**src/rtl/bec_operand_loader.sv**
```systemverilog
// Operand feeder for the binary-Edwards scalar-multiplication core: assembles seven
// 163-bit operands from a 32-bit word stream, starts the core, and serves key bits LSB-first.
module bec_operand_loader #(
    parameter int WORD_W  = 32,
    parameter int FIELD_W = 163,
    parameter int WPO     = 6,
    parameter int N_OPS   = 7
) (
    input  logic               clk,
    input  logic               rst,
    input  logic               in_valid,
    output logic               in_ready,
    input  logic [WORD_W-1:0]  in_data,
    input  logic               flush,
    input  logic               start,
    output logic               core_enable,
    input  logic               core_done,
    input  logic               next_key,
    output logic [FIELD_W-1:0] w1,
    output logic [FIELD_W-1:0] z1,
    output logic [FIELD_W-1:0] w2,
    output logic [FIELD_W-1:0] z2,
    output logic [FIELD_W-1:0] inv_w0,
    output logic [FIELD_W-1:0] d,
    output logic               ki,
    output logic               loaded,
    output logic               busy,
    output logic               err
);
    localparam int LAST_W = FIELD_W - WORD_W * (WPO - 1);
    localparam int WC_W   = $clog2(WPO);
    localparam int OP_W   = $clog2(N_OPS);
    localparam int KC_W   = $clog2(FIELD_W + 1);
    localparam int POS_W  = $clog2(WORD_W * WPO);

    localparam logic [WC_W-1:0] LAST_WORD = WC_W'(WPO - 1);
    localparam logic [OP_W-1:0] LAST_OP   = OP_W'(N_OPS - 1);
    localparam logic [KC_W-1:0] KEY_BITS  = KC_W'(FIELD_W);

    typedef enum logic [1:0] {
        IDLE   = 2'd0,
        LOADED = 2'd1,
        RUN    = 2'd2
    } state_t;

    state_t             state_reg;
    logic [WC_W-1:0]    word_cnt_reg;
    logic [OP_W-1:0]    op_idx_reg;
    logic [KC_W-1:0]    key_cnt_reg;
    logic [FIELD_W-1:0] key_reg;
    logic               err_reg;
    logic               loaded_reg;
    logic               busy_reg;
    logic               core_enable_reg;

    logic               accept;
    logic               last_word;
    logic               first_word;
    logic               word_overflow;
    logic [POS_W-1:0]   bit_pos;
    logic [FIELD_W-1:0] word_field;
    logic [FIELD_W-1:0] word_mask;

    // Flush takes priority over an incoming word, so the word is not taken at all.
    assign accept        = (state_reg == IDLE) && in_valid && !flush;
    assign last_word     = (word_cnt_reg == LAST_WORD);
    assign first_word    = (word_cnt_reg == '0) && (op_idx_reg == '0);
    assign word_overflow = last_word && (|in_data[WORD_W-1:LAST_W]);

    // Place the word at its bit position; the shift naturally drops the bits above the field.
    always_comb begin
        bit_pos    = POS_W'(word_cnt_reg) * POS_W'(WORD_W);
        word_field = {{(FIELD_W - WORD_W){1'b0}}, in_data} << bit_pos;
        word_mask  = {{(FIELD_W - WORD_W){1'b0}}, {WORD_W{1'b1}}} << bit_pos;
    end

    genvar gi;
    generate
        for (gi = 0; gi < N_OPS - 1; gi++) begin : g_op
            logic [FIELD_W-1:0] op_reg;
            always_ff @(posedge clk) begin
                if (rst) begin
                    op_reg <= '0;
                end else if (accept && (op_idx_reg == OP_W'(gi))) begin
                    op_reg <= (op_reg & ~word_mask) | word_field;
                end
            end
        end
    endgenerate

    always_ff @(posedge clk) begin
        if (rst) begin
            state_reg       <= IDLE;
            word_cnt_reg    <= '0;
            op_idx_reg      <= '0;
            key_cnt_reg     <= '0;
            key_reg         <= '0;
            err_reg         <= 1'b0;
            loaded_reg      <= 1'b0;
            busy_reg        <= 1'b0;
            core_enable_reg <= 1'b0;
        end else begin
            case (state_reg)
                IDLE: begin
                    if (flush) begin
                        word_cnt_reg <= '0;
                        op_idx_reg   <= '0;
                    end else if (in_valid) begin
                        if (op_idx_reg == LAST_OP) begin
                            key_reg <= (key_reg & ~word_mask) | word_field;
                        end
                        if (first_word) begin
                            err_reg <= 1'b0;
                        end
                        if (word_overflow) begin
                            err_reg <= 1'b1;
                        end
                        if (last_word) begin
                            word_cnt_reg <= '0;
                            if (op_idx_reg == LAST_OP) begin
                                op_idx_reg <= '0;
                                state_reg  <= LOADED;
                                loaded_reg <= 1'b1;
                            end else begin
                                op_idx_reg <= op_idx_reg + 1'b1;
                            end
                        end else begin
                            word_cnt_reg <= word_cnt_reg + 1'b1;
                        end
                    end
                end
                LOADED: begin
                    if (start) begin
                        state_reg       <= RUN;
                        busy_reg        <= 1'b1;
                        core_enable_reg <= 1'b1;
                    end
                end
                RUN: begin
                    if (next_key) begin
                        // Once every key bit has been consumed a further request is an underflow.
                        if (key_cnt_reg == KEY_BITS) begin
                            err_reg <= 1'b1;
                        end else begin
                            key_reg     <= key_reg >> 1;
                            key_cnt_reg <= key_cnt_reg + 1'b1;
                        end
                    end
                    if (core_done) begin
                        state_reg       <= IDLE;
                        word_cnt_reg    <= '0;
                        op_idx_reg      <= '0;
                        key_cnt_reg     <= '0;
                        loaded_reg      <= 1'b0;
                        busy_reg        <= 1'b0;
                        core_enable_reg <= 1'b0;
                    end
                end
                default: begin
                    state_reg <= IDLE;
                end
            endcase
        end
    end

    assign in_ready    = (state_reg == IDLE);
    assign core_enable = core_enable_reg;
    assign loaded      = loaded_reg;
    assign busy        = busy_reg;
    assign err         = err_reg;
    assign ki          = key_reg[0];

    assign w1     = g_op[0].op_reg;
    assign z1     = g_op[1].op_reg;
    assign w2     = g_op[2].op_reg;
    assign z2     = g_op[3].op_reg;
    assign inv_w0 = g_op[4].op_reg;
    assign d      = g_op[5].op_reg;

endmodule

```
**config.mk**
```make
export PLATFORM = sky130hd
export DESIGN_NAME = bec_operand_loader
export DESIGN_NICKNAME = d
export VERILOG_FILES = /design/src/rtl/bec_operand_loader.sv
export SDC_FILE = /design/constraint.sdc
export NUM_CORES = 2
export LEC_CHECK = 0
export CAP_MARGIN = 30
export CORE_AREA = 2 2 401 403
export CTS_CLUSTER_DIAMETER = 200
export DETAILED_ROUTE_END_ITERATION = 6
export DIE_AREA = 0 0 403 405
export SLEW_MARGIN = 15
export SYNTH_ARGS = -nofsm -noshare
export SYNTH_HDL_FRONTEND = slang
export SYNTH_SLANG_ARGS = --single-unit
```
**constraint.sdc**
```tcl
create_clock -name clk -period 3.25 [get_ports clk]
set_input_delay 0.4875 -clock clk [delete_from_list [all_inputs] [get_ports clk]]
set_output_delay 0.4875 -clock clk [all_outputs]
set_load 0.03 [all_outputs]
```
* Word level (Yosys, flattened, before mapping)
Index checks and enable logic that the tools add are counted.
** Word-level totals
- Output and inout port bits :: 984
- Word-level logic and storage cells :: 124
- Register bits :: 1160
** Operators by class
- Bitwise logic cells :: 15
- Reduce and logical (&&, ||, !) cells :: 26
- Mux-type cells :: 41
- $add $sub $neg :: 3
- Shift-type cells :: 2
- Eq/ne operators :: 23
** Operators by type and width (number)
- 163-bit AND :: 7
- 163-bit bitwise OR :: 7
- 163-bit two-way mux :: 5
- 163-bit case mux with 2 select lines :: 1
- 163-bit NOT :: 1
- 32-bit by 8-bit << shifter with 163-bit output :: 1
- 32-bit by 8-bit << shifter with 163-bit output, first input constant :: 1
- 29-bit OR reduction :: 1
- 3-bit two-way mux :: 8
- 8-bit two-way mux :: 3
- 6-bit AND reduction :: 4
- 2-bit != test, second input constant :: 8
- 3-bit == test, second input constant :: 4
- 1-bit two-way mux :: 12
- 2-bit two-way mux :: 6
- 3-bit case mux with 2 select lines :: 2
- 1-bit logical AND :: 10
- 3-bit AND reduction :: 3
- 8-bit by 1-bit adder with 8-bit output, second input constant :: 1
- 8-bit == test, second input constant :: 1
- 3-bit by 1-bit adder with 3-bit output, second input constant :: 2
- 3-bit by 2-bit == test with 1-bit output, second input constant :: 2
- 3-bit logical NOT :: 2
- 3-bit by 1-bit != test with 1-bit output, second input constant :: 2
- other kinds (11) :: 16

* Depth between registers and ports, before layout
- Depth in word-level cells :: 8
- Mapped depth :: 10

* Worst setup path before layout
No wires, ideal clock.
- Path kind :: register to register
- Start point :: reg op_idx_reg[1]
- End point :: reg g_op[3].op_reg[34] (netlist: z2[34])
- Arrival :: 2179 ps
- Clock period less this slack :: 2249 ps
- Path buffers :: 4
- Slack :: 1001 ps
- Library setup time :: 70 ps
- Required time :: 3180 ps
- Stages on the path, launching flop included :: 10
- Cell sequence :: dfxtp_1 -> buf_1 -> and2_1 -> ha_1 -> clkbuf_1 -> and3_1 -> clkbuf_1 -> clkbuf_1 -> nand2_1 -> a21oi_1
** Between the ends
- Cells in the longest elaborated chain, start to end :: 2
** Ends and longest elaborated chain
- from (decl) :: line 48 : logic [OP_W-1:0] op_idx_reg;
- from (signal assigned) :: line 125 : op_idx_reg <= op_idx_reg + 1'b1;
- 3-bit by 2-bit == test with 1-bit output :: line 84 : end else if (accept && (op_idx_reg == OP_W'(gi))) begin
- 1-bit logical AND :: line 84
- to (signal assigned) :: line 85 : op_reg <= (op_reg & ~word_mask) | word_field;
- to (decl) :: line 80 : logic [FIELD_W-1:0] op_reg;
Every way passes these cells.
A chain may end at the register's enable or synchronous reset.

* Final worst setup path
- Start point :: reg state_reg[1]
- End point :: out in_ready
** Between the ends
- Cells in the longest elaborated chain, start to end :: 1
** Ends and longest elaborated chain
- from (decl) :: line 46 : state_t state_reg;
- from (signal assigned) :: line 93 : state_reg <= IDLE;
- from (signal assigned) :: line 122 : state_reg <= LOADED;
- from (signal assigned) :: line 134 : state_reg <= RUN;
- 2-bit logical NOT :: line 166 : assign in_ready = (state_reg == IDLE);
- to (decl) :: line 12 : output logic in_ready,
Every way passes these cells.

==> metrics.txt <==
R2R setup slack 0.58 ns; ys async rst share 0%; H-Tree Depth 4; Max VDD drop 0.000498 V; final core occ 37.9%; Sw Share 24.6%; combinational share of power 4.7%; vias in the first global route 39,700; Synth Area in Adders 0.0860%; crit path from state_reg[1]$_SDFFE_PP0P_; Synth Net Count 5,454; PostCTS Resize Cnt 0; CP required 2.76 ns; final non-filler cell total 8,352; max-slew violations 0; drt drc 5; CP arrival 2.42 ns; cell-by-cell trace of the critical path buf_4, nor2_1, clkdlybuf4s50_1; Clock Sinks 1,160; sequential area share after synthesis 53.2%; slew margin rel. 31.0%; xor and xnor area share after synthesis 0.100%; largest family of logic cells by synthesized area simple AND/OR/NAND/NOR gates; Setup Buffers After CTS 0; initial drt markers 4,412; clock skew 0.0482 ns; Worst R2R End key_reg[41]$_SDFFE_PP0P_; fmax 0.344 GHz; Setup crit end in_ready; worst skew pair latency 0.78 ns; Leak Pwr 0.0201 uW; Post-Synth Simple-Gate Area 21.7%; clock network fraction of design power 49.0%; area grow syn2layout 38.3%; core footprint 159,000 um^2; HP Class primary input to flop; die footprint 163,000 um^2; Synth Area in Compound Gates 18.9%; failing checks DRC; WL/cell 25.1 um; Pwr Density 510 nW/um^2; Crit Path Class flop to primary output; fin crit share 89.5%; share of cells above drive strength 1 7.77%; Reg clk slew, reported paths 0.07 ns; Synth Flop Type dfxtp_1; sequential share of power 46.3%; Slowest Stage Delay on Critical Path 0.85 ns; setup TNS 0 ns; Max-Cap Viols 0; Setup WS post-layout 0.342 ns; GRT Overall Usage 24.4%; CTS Root Cell clkbuf_16; warnings from Yosys 0; Internal 23,200 uW; RSZ-0062 raised after global routing no; I/O pin count 1,023; Hold Buf Count CTS 0; die width 403 um; synthesized netlist cell count 5,412; Max Fanout on Critical Path 12; starting utilization of the core area 27.4%; vias 43,200; I/O Buffers 1,022; CP max stage cell clkdlybuf4s50_1; CTS max path bufs 3; Vias/cell 5.17; actual slew at the worst max-slew pin 1.04 ns; met3 wire length 19,700 um; Tmin final 2.91 ns; number of synthesized register bits 1,160; fin nets 6,202; DP HPWL 134,000 um; Mean Syn Cell Area 8.07 um^2; Post-Place Setup Slack 0.393 ns; dpl cells 8,113; Die Ht 405 um; Congestion Overflow GR 0; largest net degree at the start of global routing 150; outcome complete, but fails checks; met1 WL 83,900 um; P_sw 7600 uW; TritonCTS clock tree built; reg2reg path depth 6; Rows 147; gp weighted congestion 0.836; Met2 Routed Length 96,200 um; Crit. End Element primary output; Final Total Pwr 30,800 uW; total CTS buffers 131; initial antenna violation count 20; Total Wirelength 210,000 um; startpoint types flop; global-route wire length before repair 292,000 um; DRT Pass-1 Iters 7; number of synthesized flops with an enable pin 0; R2R Path Start state_reg[1]$_SDFFE_PP0P_; top routing layer in use met5; Post-DRT Antenna Nets 0; # setup viols final 0; Synth cell types 66; mux share of post-synthesis cell area 0.458%; Fin. Hold Viols 0; synthesized cell area 43,700 um^2
[layer usage]
| layer | global-route usage, % | up-vias |
|---|---|---|
| met2 | 38.7 | 2078 |
| li1 | - | 19700 |
| met5 | 0 | - |
| met3 | 6.91 | 443 |
| met4 | 11.3 | 2 |
| met1 | 30.6 | 21000 |
[area by class of cell]
type	count	area, um^2
multi-input combinational	3645	18200
inverter	25	93.8
clock inverter	39	515
sequential	1160	23200
antenna	10	25.0
tap	2086	2610
clock buffer	190	3850
fill	16000	98900
timing repair buffer	1197	11900
[Yosys cell counts (4+ instances only)]
cell / count / area (um^2)
o21ai_0: 21 / 105
clkbuf_1: 452 / 1700
a31oi_1: 44 / 275
a221oi_1: 15 / 131
xnor2_1: 5 / 43.8
nand3_1: 58 / 290
nor3_1: 27 / 135
o221a_2: 14 / 158
nor4_4: 10 / 213
nor4_1: 10 / 62.6
and4b_1: 32 / 320
and3_1: 26 / 163
o32ai_1: 54 / 473
or3b_2: 4 / 35.0
nor4_2: 4 / 50.1
nand2b_1: 4 / 25.0
or3_1: 21 / 131
nor2b_1: 6 / 37.5
a211o_1: 32 / 280
nand4_1: 18 / 113
nor3_2: 8 / 80.1
nor2_1: 271 / 1020
buf_6: 7 / 78.8
mux2i_1: 20 / 200
and2_1: 12 / 75.1
o2bb2ai_1: 40 / 350
a22oi_1: 226 / 1700
inv_1: 24 / 90.1
dfxtp_1: 1160 / 23200
buf_2: 108 / 541
nand2_1: 1731 / 6500
buf_1: 13 / 48.8
a21oi_1: 847 / 4240
o221ai_1: 32 / 280
nor3b_1: 5 / 37.5
[metrics by stage]
step / area (um^2) / hold WS [ns]
floorplan: 43700 / 0.436
global placement: 56000 / 0.441
detailed placement: 56000 / 0.446
CTS: 60400 / 0.0769
global route: 60400 / 0.117
finish: 60400 / 0.133
[placed cells by master, fill, tap and decap left out, types with 32 or more instances in the layout]
cell / n
clkbuf_8: 35
buf_2: 32
and4b_1: 32
a22oi_1: 226
nand3_1: 49
o221ai_1: 32
clkdlybuf4s50_1: 989
buf_12: 41
a21oi_1: 847
a31oi_1: 44
dfxtp_1: 1160
buf_4: 133
o32ai_1: 54
a211o_1: 32
nor2_1: 268
clkbuf_16: 131
o2bb2ai_1: 40
nand2_1: 1731
[worst max-delay path, delay by kind of cell, from the launching register on]
kind / cells / cell delay, ns
buffers and inverters: 2 / 1.09
flip-flops: 1 / 0.41
AND/OR/NAND/NOR: 1 / 0.18
[logic make-up after synthesis]
logic type,Yosys count
buf+inv,607
compound gates,1353
flops,1160
fa+ha+maj,3
mux,20
simple gates,2264
xor+xnor,5
[power by group through the flow]
stage	logic (uW)	clock network [uW]	registers, uW
2_1_floorplan	600	0	14700
3_3_place_gp	1420	0	14600
3_5_place_dp	1430	0	14600
4_1_cts	1430	15300	14300
5_1_grt	1490	15900	14300
6_report	1440	15100	14300
[worst min-delay path by stage]
stage,startpoint,to,slack [ns],cells past startpoint
floorplan,key_reg[162]$_SDFFE_PP0P_,key_reg[162]$_SDFFE_PP0P_,0.44,2
global placement,w2[35]$_SDFFE_PP0P_,w2[35]$_SDFFE_PP0P_,0.44,2
detailed placement,inv_w0[42]$_SDFFE_PP0P_,inv_w0[42]$_SDFFE_PP0P_,0.45,2
CTS,in_data[6],z1[38]$_SDFFE_PP0P_,0.08,3
global route,in_data[6],z1[38]$_SDFFE_PP0P_,0.12,3
finish,in_data[6],z1[38]$_SDFFE_PP0P_,0.13,3
Power figures use the tool's default switching activity.
